### config.mk
export PLATFORM = sky130hd
export DESIGN_NAME = intra_ang_filt4
export DESIGN_NICKNAME = d
export VERILOG_FILES = /design/src/rtl/intra_ang_filt4.sv
export SDC_FILE = /design/constraint.sdc
export NUM_CORES = 1
export LEC_CHECK = 0
export BUFFER_PORTS_ARGS = -buffer_cell sky130_fd_sc_hd__clkbuf_2
export CORE_AREA = 2 2 159 176
export DETAILED_ROUTE_END_ITERATION = 7
export DIE_AREA = 0 0 161 178
export PLACE_DENSITY = 0.82
export SYNTH_ARGS = -nofsm -noshare
export SYNTH_HDL_FRONTEND = slang
export SYNTH_SLANG_ARGS = --single-unit
export TNS_END_PERCENT = 1
### constraint.sdc
create_clock -name clk -period 4.3 [get_ports clk]
set_input_delay 0.215 -clock clk [delete_from_list [all_inputs] [get_ports clk]]
set_output_delay 0.215 -clock clk [all_outputs]
set_load 0.03 [all_outputs]
### src/rtl/intra_ang_filt4.sv
// intra_ang_filt4: 4-pixel HEVC intra angular interpolation filter stage.
// Each beat carries four 5-bit weights and five reference samples. The stage
// emits one row of four predictions through a 2-stage valid/ready pipeline:
//   pred_i = ((32 - w_i) * ref_i + w_i * ref_{i+1} + 16) >> 5
// S1 registers the weighted sums and S2 registers the rounded predictions.
// A per-block row counter tags each output row.
// Optional feature: define INTRA_ANG_FILT_SKID_EN to add a 1-entry skid
// register in front of S1. In that build in_ready is a flop, so there is no
// combinational path from out_ready to in_ready.
module intra_ang_filt4 #(
  parameter int unsigned BIT_DEPTH = 8
) (
  input  logic                   clk,
  input  logic                   rst_n,
  input  logic                   in_valid,
  output logic                   in_ready,
  input  logic [19:0]            in_weight,
  input  logic [5*BIT_DEPTH-1:0] in_ref,
  input  logic                   in_last,
  output logic                   out_valid,
  input  logic                   out_ready,
  output logic [4*BIT_DEPTH-1:0] out_pred,
  output logic                   out_last,
  output logic [5:0]             out_row_cnt,
  output logic                   busy
);

  // The largest sum is 32 * (2^BIT_DEPTH - 1), so it fits in BIT_DEPTH+5 bits.
  localparam int unsigned SumW = BIT_DEPTH + 5;
  localparam int unsigned RndW = SumW + 1;

  // Weighted sum for one pixel: (32 - w) * a + w * b.
  function automatic logic [SumW-1:0] interp(input logic [4:0]           w,
                                             input logic [BIT_DEPTH-1:0] a,
                                             input logic [BIT_DEPTH-1:0] b);
    logic [SumW-1:0] wa;
    logic [SumW-1:0] wb;
    wa = SumW'(6'd32 - {1'b0, w});
    wb = SumW'(w);
    return wa * SumW'(a) + wb * SumW'(b);
  endfunction

  // Pipeline state
  logic                   s1_valid_q, s1_valid_d;
  logic [SumW-1:0]        s1_sum_q [4];
  logic [SumW-1:0]        s1_sum_d [4];
  logic                   s1_last_q;
  logic                   s2_valid_q, s2_valid_d;
  logic [4*BIT_DEPTH-1:0] s2_pred_q, s2_pred_d;
  logic                   s2_last_q;
  logic [5:0]             row_cnt_q, row_cnt_d;

  // Handshake and source selection
  logic                   s2_adv;
  logic                   s1_free;
  logic                   s1_load;
  logic                   out_xfer;
  logic [19:0]            src_weight;
  logic [5*BIT_DEPTH-1:0] src_ref;
  logic                   src_last;

  assign s2_adv   = s1_valid_q & (~s2_valid_q | out_ready);
  // S1 can take a new beat if it is empty or its current beat moves to S2.
  assign s1_free  = ~s1_valid_q | s2_adv;
  assign out_xfer = s2_valid_q & out_ready;

`ifdef INTRA_ANG_FILT_SKID_EN

  logic                   skid_valid_q, skid_valid_d;
  logic [19:0]            skid_weight_q;
  logic [5*BIT_DEPTH-1:0] skid_ref_q;
  logic                   skid_last_q;
  logic                   skid_load;
  logic                   in_ready_q;
  logic                   in_xfer;

  assign in_ready = in_ready_q;
  assign in_xfer  = in_valid & in_ready_q;
  assign busy     = s1_valid_q | s2_valid_q | skid_valid_q;

  // Skid drains into S1 ahead of any new beat; a beat that cannot enter S1 is parked.
  always_comb begin
    src_weight   = in_weight;
    src_ref      = in_ref;
    src_last     = in_last;
    if (skid_valid_q) begin
      src_weight = skid_weight_q;
      src_ref    = skid_ref_q;
      src_last   = skid_last_q;
    end
    s1_load      = s1_free & (skid_valid_q | in_xfer);
    skid_load    = in_xfer & (~s1_free | skid_valid_q);
    skid_valid_d = skid_load | (skid_valid_q & ~s1_free);
  end

  // Skid register and registered ready, which is high only while the skid is empty.
  always_ff @(posedge clk or negedge rst_n) begin
    if (!rst_n) begin
      skid_valid_q  <= 1'b0;
      skid_weight_q <= '0;
      skid_ref_q    <= '0;
      skid_last_q   <= 1'b0;
      in_ready_q    <= 1'b1;
    end else begin
      skid_valid_q <= skid_valid_d;
      in_ready_q   <= ~skid_valid_d;
      if (skid_load) begin
        skid_weight_q <= in_weight;
        skid_ref_q    <= in_ref;
        skid_last_q   <= in_last;
      end
    end
  end

`else

  assign in_ready = ~s1_valid_q | ~s2_valid_q | out_ready;
  assign busy     = s1_valid_q | s2_valid_q;

  // Without a skid, the input feeds S1 directly.
  always_comb begin
    src_weight = in_weight;
    src_ref    = in_ref;
    src_last   = in_last;
    s1_load    = in_valid & in_ready;
  end

`endif

  // S1 next state: weighted sums of the selected source beat.
  always_comb begin
    for (int i = 0; i < 4; i++) begin
      s1_sum_d[i] = interp(src_weight[19-5*i -: 5],
                           src_ref[i*BIT_DEPTH +: BIT_DEPTH],
                           src_ref[(i+1)*BIT_DEPTH +: BIT_DEPTH]);
    end
    s1_valid_d = s1_valid_q;
    if (s1_load) begin
      s1_valid_d = 1'b1;
    end else if (s2_adv) begin
      s1_valid_d = 1'b0;
    end
  end

  // S1 registers
  always_ff @(posedge clk or negedge rst_n) begin
    if (!rst_n) begin
      s1_valid_q <= 1'b0;
      s1_last_q  <= 1'b0;
      for (int i = 0; i < 4; i++) begin
        s1_sum_q[i] <= '0;
      end
    end else begin
      s1_valid_q <= s1_valid_d;
      if (s1_load) begin
        s1_last_q <= src_last;
        for (int i = 0; i < 4; i++) begin
          s1_sum_q[i] <= s1_sum_d[i];
        end
      end
    end
  end

  // S2 next state: round and shift. The result never exceeds the larger ref, so no clip.
  always_comb begin
    logic [RndW-1:0] rnd;
    s2_pred_d = '0;
    for (int i = 0; i < 4; i++) begin
      rnd = {1'b0, s1_sum_q[i]} + RndW'(16);
      s2_pred_d[i*BIT_DEPTH +: BIT_DEPTH] = rnd[BIT_DEPTH+4:5];
    end
    s2_valid_d = s2_valid_q;
    if (s2_adv) begin
      s2_valid_d = 1'b1;
    end else if (out_ready) begin
      s2_valid_d = 1'b0;
    end
  end

  // S2 registers; held while stalled so the outputs stay stable.
  always_ff @(posedge clk or negedge rst_n) begin
    if (!rst_n) begin
      s2_valid_q <= 1'b0;
      s2_pred_q  <= '0;
      s2_last_q  <= 1'b0;
    end else begin
      s2_valid_q <= s2_valid_d;
      if (s2_adv) begin
        s2_pred_q <= s2_pred_d;
        s2_last_q <= s1_last_q;
      end
    end
  end

  // Row counter: advances per output row and restarts after the block's last row.
  always_comb begin
    row_cnt_d = row_cnt_q;
    if (out_xfer) begin
      row_cnt_d = s2_last_q ? 6'd0 : row_cnt_q + 6'd1;
    end
  end

  // Row counter register
  always_ff @(posedge clk or negedge rst_n) begin
    if (!rst_n) begin
      row_cnt_q <= 6'd0;
    end else begin
      row_cnt_q <= row_cnt_d;
    end
  end

  assign out_valid   = s2_valid_q;
  assign out_pred    = s2_pred_q;
  assign out_last    = s2_last_q;
  assign out_row_cnt = row_cnt_q;

endmodule
==> summary.txt, run 1 <==
Run status
  • Status: finished with violations
  • Failing checks: setup timing

Worst setup path
  • R2r worst-path depth: 4
  • Crit-path cells: clkbuf_4 > inv_2 > ha_4 > nand2_4 > xor2_4 > nand2_2 > fa_1 > fa_1 > inv_1 > fa_1 > fa_1 > inv_1 > fa_1 > inv_1 > ha_1 > and3_4 > a32oi_4 > buf_6 > nand2_1 > xnor2_1 > o21ai_0
  • Critical path's slowest cell: fa_1
  • Nature of the critical path endpoint: flip-flop
  • R2r setup slk: 2.53 ns
  • Most frequent CP cell: fa_1
  • CP startpoint kind: input pin
  • Required time worst endpoint: approximately 4.5 ns
  • R2R Path End: s1_last_q$_DFFE_PN0P_
  • Crit-path max cell delay: 0.53 ns
  • Data arrival, critical path: ~5.0 ns
  • Critical path type: input pin to flip-flop
  • Crit-path max FO: 6
  • Reg2reg start: out_valid$_DFFE_PN0P_

Logic synthesis
  • Mapped Cells: about 1600
  • Distinct cell type count of the synthesized netlist: 55
  • Post-synth net total: between 2000 and 2500
  • Seq cells post-synth: just under 80
  • Ys async rst share: between 90% and 100%
  • Register area share after synthesis: roughly 13%
  • Synthesized area: 0.0146 mm²
  • Synth Warn #: 0
  • Main flop type after synthesis: dfrtp_1
  • Syn_area_per_cell: between 8 and 9 µm²
  • Post-synth EDFFs: 0

Placed design
  • Port-buffer cells: around 110
  • Post-Place Cells: between 2000 and 2500
  • Dpl hpwl: roughly 28 mm
  • Gpl congestion: approximately 0.90
  • DP Area: 0.0169 mm²
  • Dpl ws: -0.986 ns

Final layout
  • Diode count: 0
  • Area growth, synth to finish: 21.8%
  • Fillers: around 2000
  • Non-filler cells, final: ~2300
  • Share of cells above drive strength 1: between 20% and 30%
  • Net count, final: 2367
  • Post-layout instance area: roughly 0.018 mm²
  • Fin util: about 66%

CTS
  • CTS root buffer: clkbuf_16
  • CTS Sinks: 78
  • Clock slew at reported path FFs: roughly 0.060 ns
  • Total CTS buffers: 9
  • H-Tree Depth: 3
  • Worst-Skew Late Latency: 0.34 ns
  • CTS tree: built
  • CTS Buffer Depth: 2
  • Cts hold-fix bufs: 0

STA
  • Hold Vio Cnt, Final: 0
  • Final setup violation count: 28
  • PnR worst setup slack: -0.484 ns
  • Final Max Tran Viols: 0
  • Slew @ Worst Pin: approximately 0.96 ns
  • Max-slew headroom: a little over a third
  • RSZ-0062 raised after global routing: yes
  • Post-layout min period: ~4.8 ns
  • Setup tns final: -9.26 ns
  • Final Cycle Share: 111%
  • Hold WS: between 0.02 and 0.03 ns
  • Highest Clock Rate: between 0.2 and 0.25 GHz
  • Final Skew: between 0.004 and 0.005 ns

Detailed routing
  • DRC: 0
  • Antenna Nets Post-Route: 0
  • Final WL: between 30 and 40 mm
  • Via/cell ratio: 5.19
  • Wire length per cell: between 15 and 20 µm
  • Vias: around 12000
  • Initial DRC count: approximately 680
  • Pre-Repair DR Iteration Count: 4

Run
  • Maxcap violations: 0

Worst hold path
  • Min-delay worst type: input pin to async pin

GRT
  • All-layer global routing usage: 25.4%
  • Total grt overflow: 0
  • Vias in the first global route: roughly 13000
  • Largest net degree at the start of global routing: 79
  • Initial antenna violation count: 0
  • Global-route wire length before repair: 59.2 mm

Pwr
  • Pleak: slightly above 9 nW
  • VDD IR-drop max: between 0.4 and 0.5 mV
  • P per Cell Area: ~650 mW/mm²
  • Tot Pwr: roughly 12 mW

Floorplan
  • Core area: 0.0268 mm²
  • # IOs: between 100 and 150
  • Row Count: 63
  • Die height: around 180 µm
  • Die Wd: around 160 µm
  • Die area: ~0.029 mm²
  • Initial Utilization: between 50% and 60%
[report_power, final]
| part | internal, mW | total [mW] | switching, mW |
|---|---|---|---|
| Combinational | 4.55 | 9.51 | 4.96 |
| Clock | 0.406 | 0.697 | 0.291 |
| Sequential | 1.09 | 1.40 | 0.308 |
| Total | 6.05 | 11.6 | 5.56 |
[logic make-up after synthesis]
logic type / count (synthesis) / synth area share, %
adders and majority gates: 401 / 46.6
AOI/OAI and AO/OA: 128 / 5.49
muxes: 7 / 0.541
xor gates and xnor gates: 92 / 5.53
DFF: 78 / 13.4
buffers and inverters: 397 / 10.3
and+or+nand+nor: 532 / 18.1
[cell usage in the layout, fill, tap and decap left out, types with 19 or more instances in the layout]
cell type and n:
inv_1 334, nand2_1 249, fa_1 229, buf_4 196, and2_1 178, ha_1 151, clkbuf_2 97, dfrtp_1 78
o21ai_0 63, xnor2_1 62, xor2_1 23, nand3_1 22, nor2_1 19
[area by class of cell]
type / instances / area, µm² / share of cell area [%]
inverter: 343 / 1290 / 7.28
tap: 357 / 447 / 2.52
timing repair buffer: 309 / 2150 / 12.1
clock buffer: 11 / 243 / 1.37
clock inverter: 5 / 33.8 / 0.191
multi-input combinational: 1160 / 11600 / 65.5
sequential: 78 / 1950 / 11.0
[registers in the layout, indices dropped and copies added (netlist names)]
name,cells
out_last,1
out_pred,32
out_row_cnt,6
out_valid,1
s1_last_q,1
s1_sum_q,36
s1_valid_q,1
[cells in the mapped netlist, drive strengths merged, types with 21 or more instances]
library cell  instances  area share, %
nand2               261            6.7
xor2                 26            1.6
xnor2                66            4.0
fa                  236             32
dfrtp                78             13
nor2                 21           0.54
nand3                23           0.79
clkbuf               51            1.3
inv                 343            8.8
and2                178            7.6
ha                  165             14
o21ai                76            2.7
[worst max path at each step]
stage / from / slack, ns / end
after floorplan: in_weight[10] / -0.75 / s1_sum_q[37]$_DFFE_PN0P_
after CTS: in_weight[2] / -0.42 / s1_sum_q[11]$_DFFE_PN0P_
after global routing: in_weight[15] / -0.66 / s1_sum_q[48]$_DFFE_PN0P_
final: in_weight[15] / -0.48 / s1_sum_q[48]$_DFFE_PN0P_
after detailed placement: in_weight[0] / -0.99 / s1_sum_q[9]$_DFFE_PN0P_
after global placement: in_weight[0] / -0.82 / s1_sum_q[11]$_DFFE_PN0P_
[critical path, delay by kind of cell]
| family | cells | cell delay [ns] |
|---|---|---|
| XOR/XNOR | 2 | 0.43 |
| AO/OA/AOI/OAI | 2 | 0.43 |
| adder cells (fa/ha/maj) | 7 | 2.95 |
| buffers and inverters | 6 | 0.49 |
| AND/OR/NAND/NOR | 4 | 0.47 |
[metal layers]
layer	track usage [%]	up-vias	part of all wire, %
li1	-	5479	-
met1	31.7	5833	41
met4	8.48	0	3.0
met3	3.21	95	4.6
met2	45.8	338	52
met5	0	-	0
[what timing repair did]
action	CTS	global route
gates cloned	0	0
gates resized for setup	56	44
hold endpoints to repair	0	0
pin swaps	51	38
setup endpoints to repair	29	30
setup buffers	12	1
(Power assumes the default switching activity.)
==> run 2: changes to the inputs <==
ABC_AREA = 1   (was not set)
CORE_AREA = 2 2 167 185   (was 2 2 159 176)
DIE_AREA = 0 0 169 187   (was 0 0 161 178)
==> run 2 against run 1 <==
Against the previous run:
- the run still ends with setup timing left
- via count up 19%
- non-clock buffer count down 31
- count of clock-buffer cells in the layout up 1
- clock power down 0.6%
- cell count up 24%
- routed wire length up 9.5%
- global-route usage down 1.1 points
- sequential share of layout area down 0.72 points
- combinational power up 16%
- worst setup slack better by 0.30 ns
- power up 13%
- sequential cell count unchanged
- largest power group unchanged
==> summary.txt, run 2 <==
Run status
  • Status: finished with violations
  • Failing checks: setup timing

Final layout
  • Net count, final: 2896 (+22%)
  • Max reg flops: 36 (unchanged)
  • Biggest register: s1_sum_q
  • Area growth, synth to finish: 17.9%
  • Commonest non-fill, non-tap cell in the layout: inv_1
  • Diode count: 0 (unchanged)
  • Fillers: 2469 (+24%)
  • Non-filler cells, final: 2814 (+24%)
  • Most frequent cells in the layout: inv_1 (602), nand2_1 (595), fa_1 (227), buf_4 (174), ha_1 (139)
  • Share of cells above drive strength 1: 19.0% (-3.3 points)

Logic synthesis
  • Mapped Cells: 2206 (+35%)
  • Syn_area_per_cell: 7.30 µm² (-18%)
  • Seq cells post-synth: 78 (unchanged)
  • Post-synth EDFFs: 0 (unchanged)
  • Yosys top cell area share: 29.3% (-3.1 points)
  • Main flop type after synthesis: dfrtp_1
  • Main area contributors after synthesis: fa_1 (29%), nand2_1 (15%), inv_1 (15%)
  • Ys async rst share: 100% (unchanged)
  • Synth area leader: fa_1
  • Distinct cell type count of the synthesized netlist: 41 (-25%)
  • Register area share after synthesis: 12.1% (-1.3 points)
  • Synthesized area: 0.0161 mm² (+11%)
  • Post-synth top cells: nand2_1 (628), inv_1 (627), fa_1 (236)
  • Top-count cell post-synth: nand2_1
  • Post-synth net total: 2672 (+27%)
  • Synth Warn #: 0 (unchanged)

Pwr
  • VDD IR-drop max: 0.467 mV (+2.4%)
  • Tot Pwr: 13.1 mW (+13%)
  • P per Cell Area: 690 mW/mm² (+5.4%)
  • Pleak: 11.5 nW (+24%)

GRT
  • Vias in the first global route: 14200 (+11%)
  • Global-route wire length before repair: 63.8 mm (+7.8%)
  • All-layer global routing usage: 24.3% (-1.1 points)
  • Initial antenna violation count: 0 (unchanged)
  • Largest net degree at the start of global routing: 79 (unchanged)
  • Total grt overflow: 0 (unchanged)

Detailed routing
  • Wire length per cell: 13.6 µm (-12%)
  • Pre-Repair DR Iteration Count: 7 (+3)
  • Via/cell ratio: 4.98 (-4.1%)
  • Final WL: 38.3 mm (+9.5%)
  • DRC: 0 (unchanged)
  • Initial DRC count: 829 (+22%)
  • Antenna Nets Post-Route: 0 (unchanged)
  • Vias: 14000 (+19%)

Placed design
  • Dpl hpwl: 32.1 mm (+14%)
  • Post-Place Cells: 2788 (+25%)
  • Gpl congestion: 0.962 (+7.1%)
  • Port-buffer cells: 106 (unchanged)
  • Dpl ws: -0.523 ns (+0.463 ns)

CTS
  • CTS Buffer Depth: 2 (unchanged)
  • Clock slew at reported path FFs: 0.06 ns (about the same)
  • Cts hold-fix bufs: 0 (unchanged)
  • Total CTS buffers: 9 (unchanged)
  • CTS root buffer: clkbuf_16
  • CTS Sinks: 78 (unchanged)
  • H-Tree Depth: 3 (unchanged)
  • CTS tree: built
  • Worst-Skew Late Latency: 0.33 ns (about the same)

Floorplan
  • Die Wd: 169 µm (+5.0%)
  • Core area: 0.0300 mm² (+12%)
  • # IOs: 107 (unchanged)
  • Die area: 0.0316 mm² (+10%)
  • Initial Utilization: 53.7% (-0.67 points)
  • Die height: 187 µm (+5.1%)
  • Row Count: 67 (+6.3%)

STA
  • Final Skew: 0.0101 ns (+0.00554 ns)
  • Highest Clock Rate: 0.223 GHz (+6.7%)
  • PnR worst setup slack: -0.182 ns (+0.302 ns)
  • Post-layout min period: 4.48 ns (-0.302 ns)
  • Final Cycle Share: 104% (-7.0 points)
  • Hold Vio Cnt, Final: 0 (unchanged)
  • Final Max Tran Viols: 0 (unchanged)
  • Slew @ Worst Pin: 0.973 ns (+0.0134 ns)
  • Max-slew headroom: 35.0% (-0.96 points)
  • Hold WS: 0.0441 ns (+0.0154 ns)
  • RSZ-0062 raised after global routing: yes
  • Final setup violation count: 14 (-50%)

Worst setup path
  • Nature of the critical path endpoint: flip-flop
  • R2r setup slk: 1.96 ns (-0.57 ns)
  • R2r worst-path depth: 7 (+3)
  • Reg2reg start: out_valid$_DFFE_PN0P_
  • Data arrival, critical path: 4.66 ns (-0.32 ns)
  • CP startpoint kind: input pin
  • Required time worst endpoint: 4.48 ns (-0.02 ns)
  • Crit-path max FO: 5 (-1)
  • Critical path type: input pin to flip-flop
  • R2R Path End: s1_sum_q[36]$_DFFE_PN0P_

Run
  • Maxcap violations: 0 (unchanged)

Worst hold path
  • Min-delay worst type: input pin to async pin
==> run 2: report_power, final <==
part / total, mW / internal, mW / switching [mW]
clock: 0.693 / 0.395 / 0.299
sequential: 1.38 / 1.08 / 0.296
combinational: 11.0 / 5.06 / 5.97
==> run 2: critical path, cell delays in order <==
cell	delay, ns
buf_8	0.11
inv_4	0.05
ha_4	0.13
nand3_2	0.07
or2_1	0.25
nand2_2	0.11
inv_4	0.05
nand2_2	0.06
fa_1	0.45
fa_2	0.55
inv_2	0.04
fa_2	0.46
fa_1	0.53
inv_2	0.04
fa_1	0.38
inv_1	0.10
ha_4	0.23
a21oi_1	0.21
nand2_2	0.11
inv_2	0.08
nand2_4	0.05
or2_1	0.22
nand3_1	0.08
o21ai_1	0.07
==> run 2: metal layers <==
metal	GRT usage [%]	part of all wire, %	vias up
met5	0	0	-
met4	7.26	3.0	0
met3	1.99	4.3	95
met2	43.6	51	402
met1	31.4	42	6692
li1	-	-	6821
==> run 2: metrics by stage <==
step	util, %	setup TNS, ns	instance area (µm²)
floorplan	-	-2.14	16400
CTS	62.3	-0.328	18700
finish	63.2	-1.26	19000
global placement	60.9	-7.50	18300
global route	63.2	-5.29	19000
detailed placement	60.9	-10.91	18300
==> run 2: cell type report <==
class	instances	area (µm²)	area share (%)
Timing Repair Buffer	278	1890	9.96
Clock inverter	4	32.5	0.171
Clock buffer	12	236	1.25
Sequential cell	78	1950	10.3
Inverter	635	2420	12.8
Multi-Input combinational cell	1428	12000	63.1
Tap cell	379	474	2.50
==> run 2: what timing repair did <==
action                     4_1_cts  5_1_grt
setup endpoints to repair       20       27
gates cloned                     0        0
gates resized for setup         30       93
hold endpoints to repair         0        0
setup buffers                    2        8
pin swaps                       14       42
==> run 2: kinds of logic after synthesis <==
family	Yosys count	share of synthesized area, %
adder cells (fa/ha/maj)	401	42.2
flip-flops	78	12.1
XOR/XNOR	35	1.90
AND/OR/NAND/NOR	905	23.7
buffers and inverters	700	17.1
AO/OA/AOI/OAI	87	3.07
==> run 2: worst max path at each step <==
| stage | startpoint | endpoint | slack [ns] | cells after the start |
|---|---|---|---|---|
| global route | in_weight[7] | s1_sum_q[21]$_DFFE_PN0P_ | -0.37 | 22 |
| CTS | in_weight[7] | s1_sum_q[23]$_DFFE_PN0P_ | -0.07 | 26 |
| detailed placement | in_weight[6] | s1_sum_q[23]$_DFFE_PN0P_ | -0.52 | 28 |
| floorplan | in_weight[5] | s1_sum_q[21]$_DFFE_PN0P_ | -0.15 | 26 |
| global placement | in_weight[6] | s1_sum_q[21]$_DFFE_PN0P_ | -0.38 | 26 |
| finish | in_weight[6] | s1_sum_q[21]$_DFFE_PN0P_ | -0.18 | 24 |
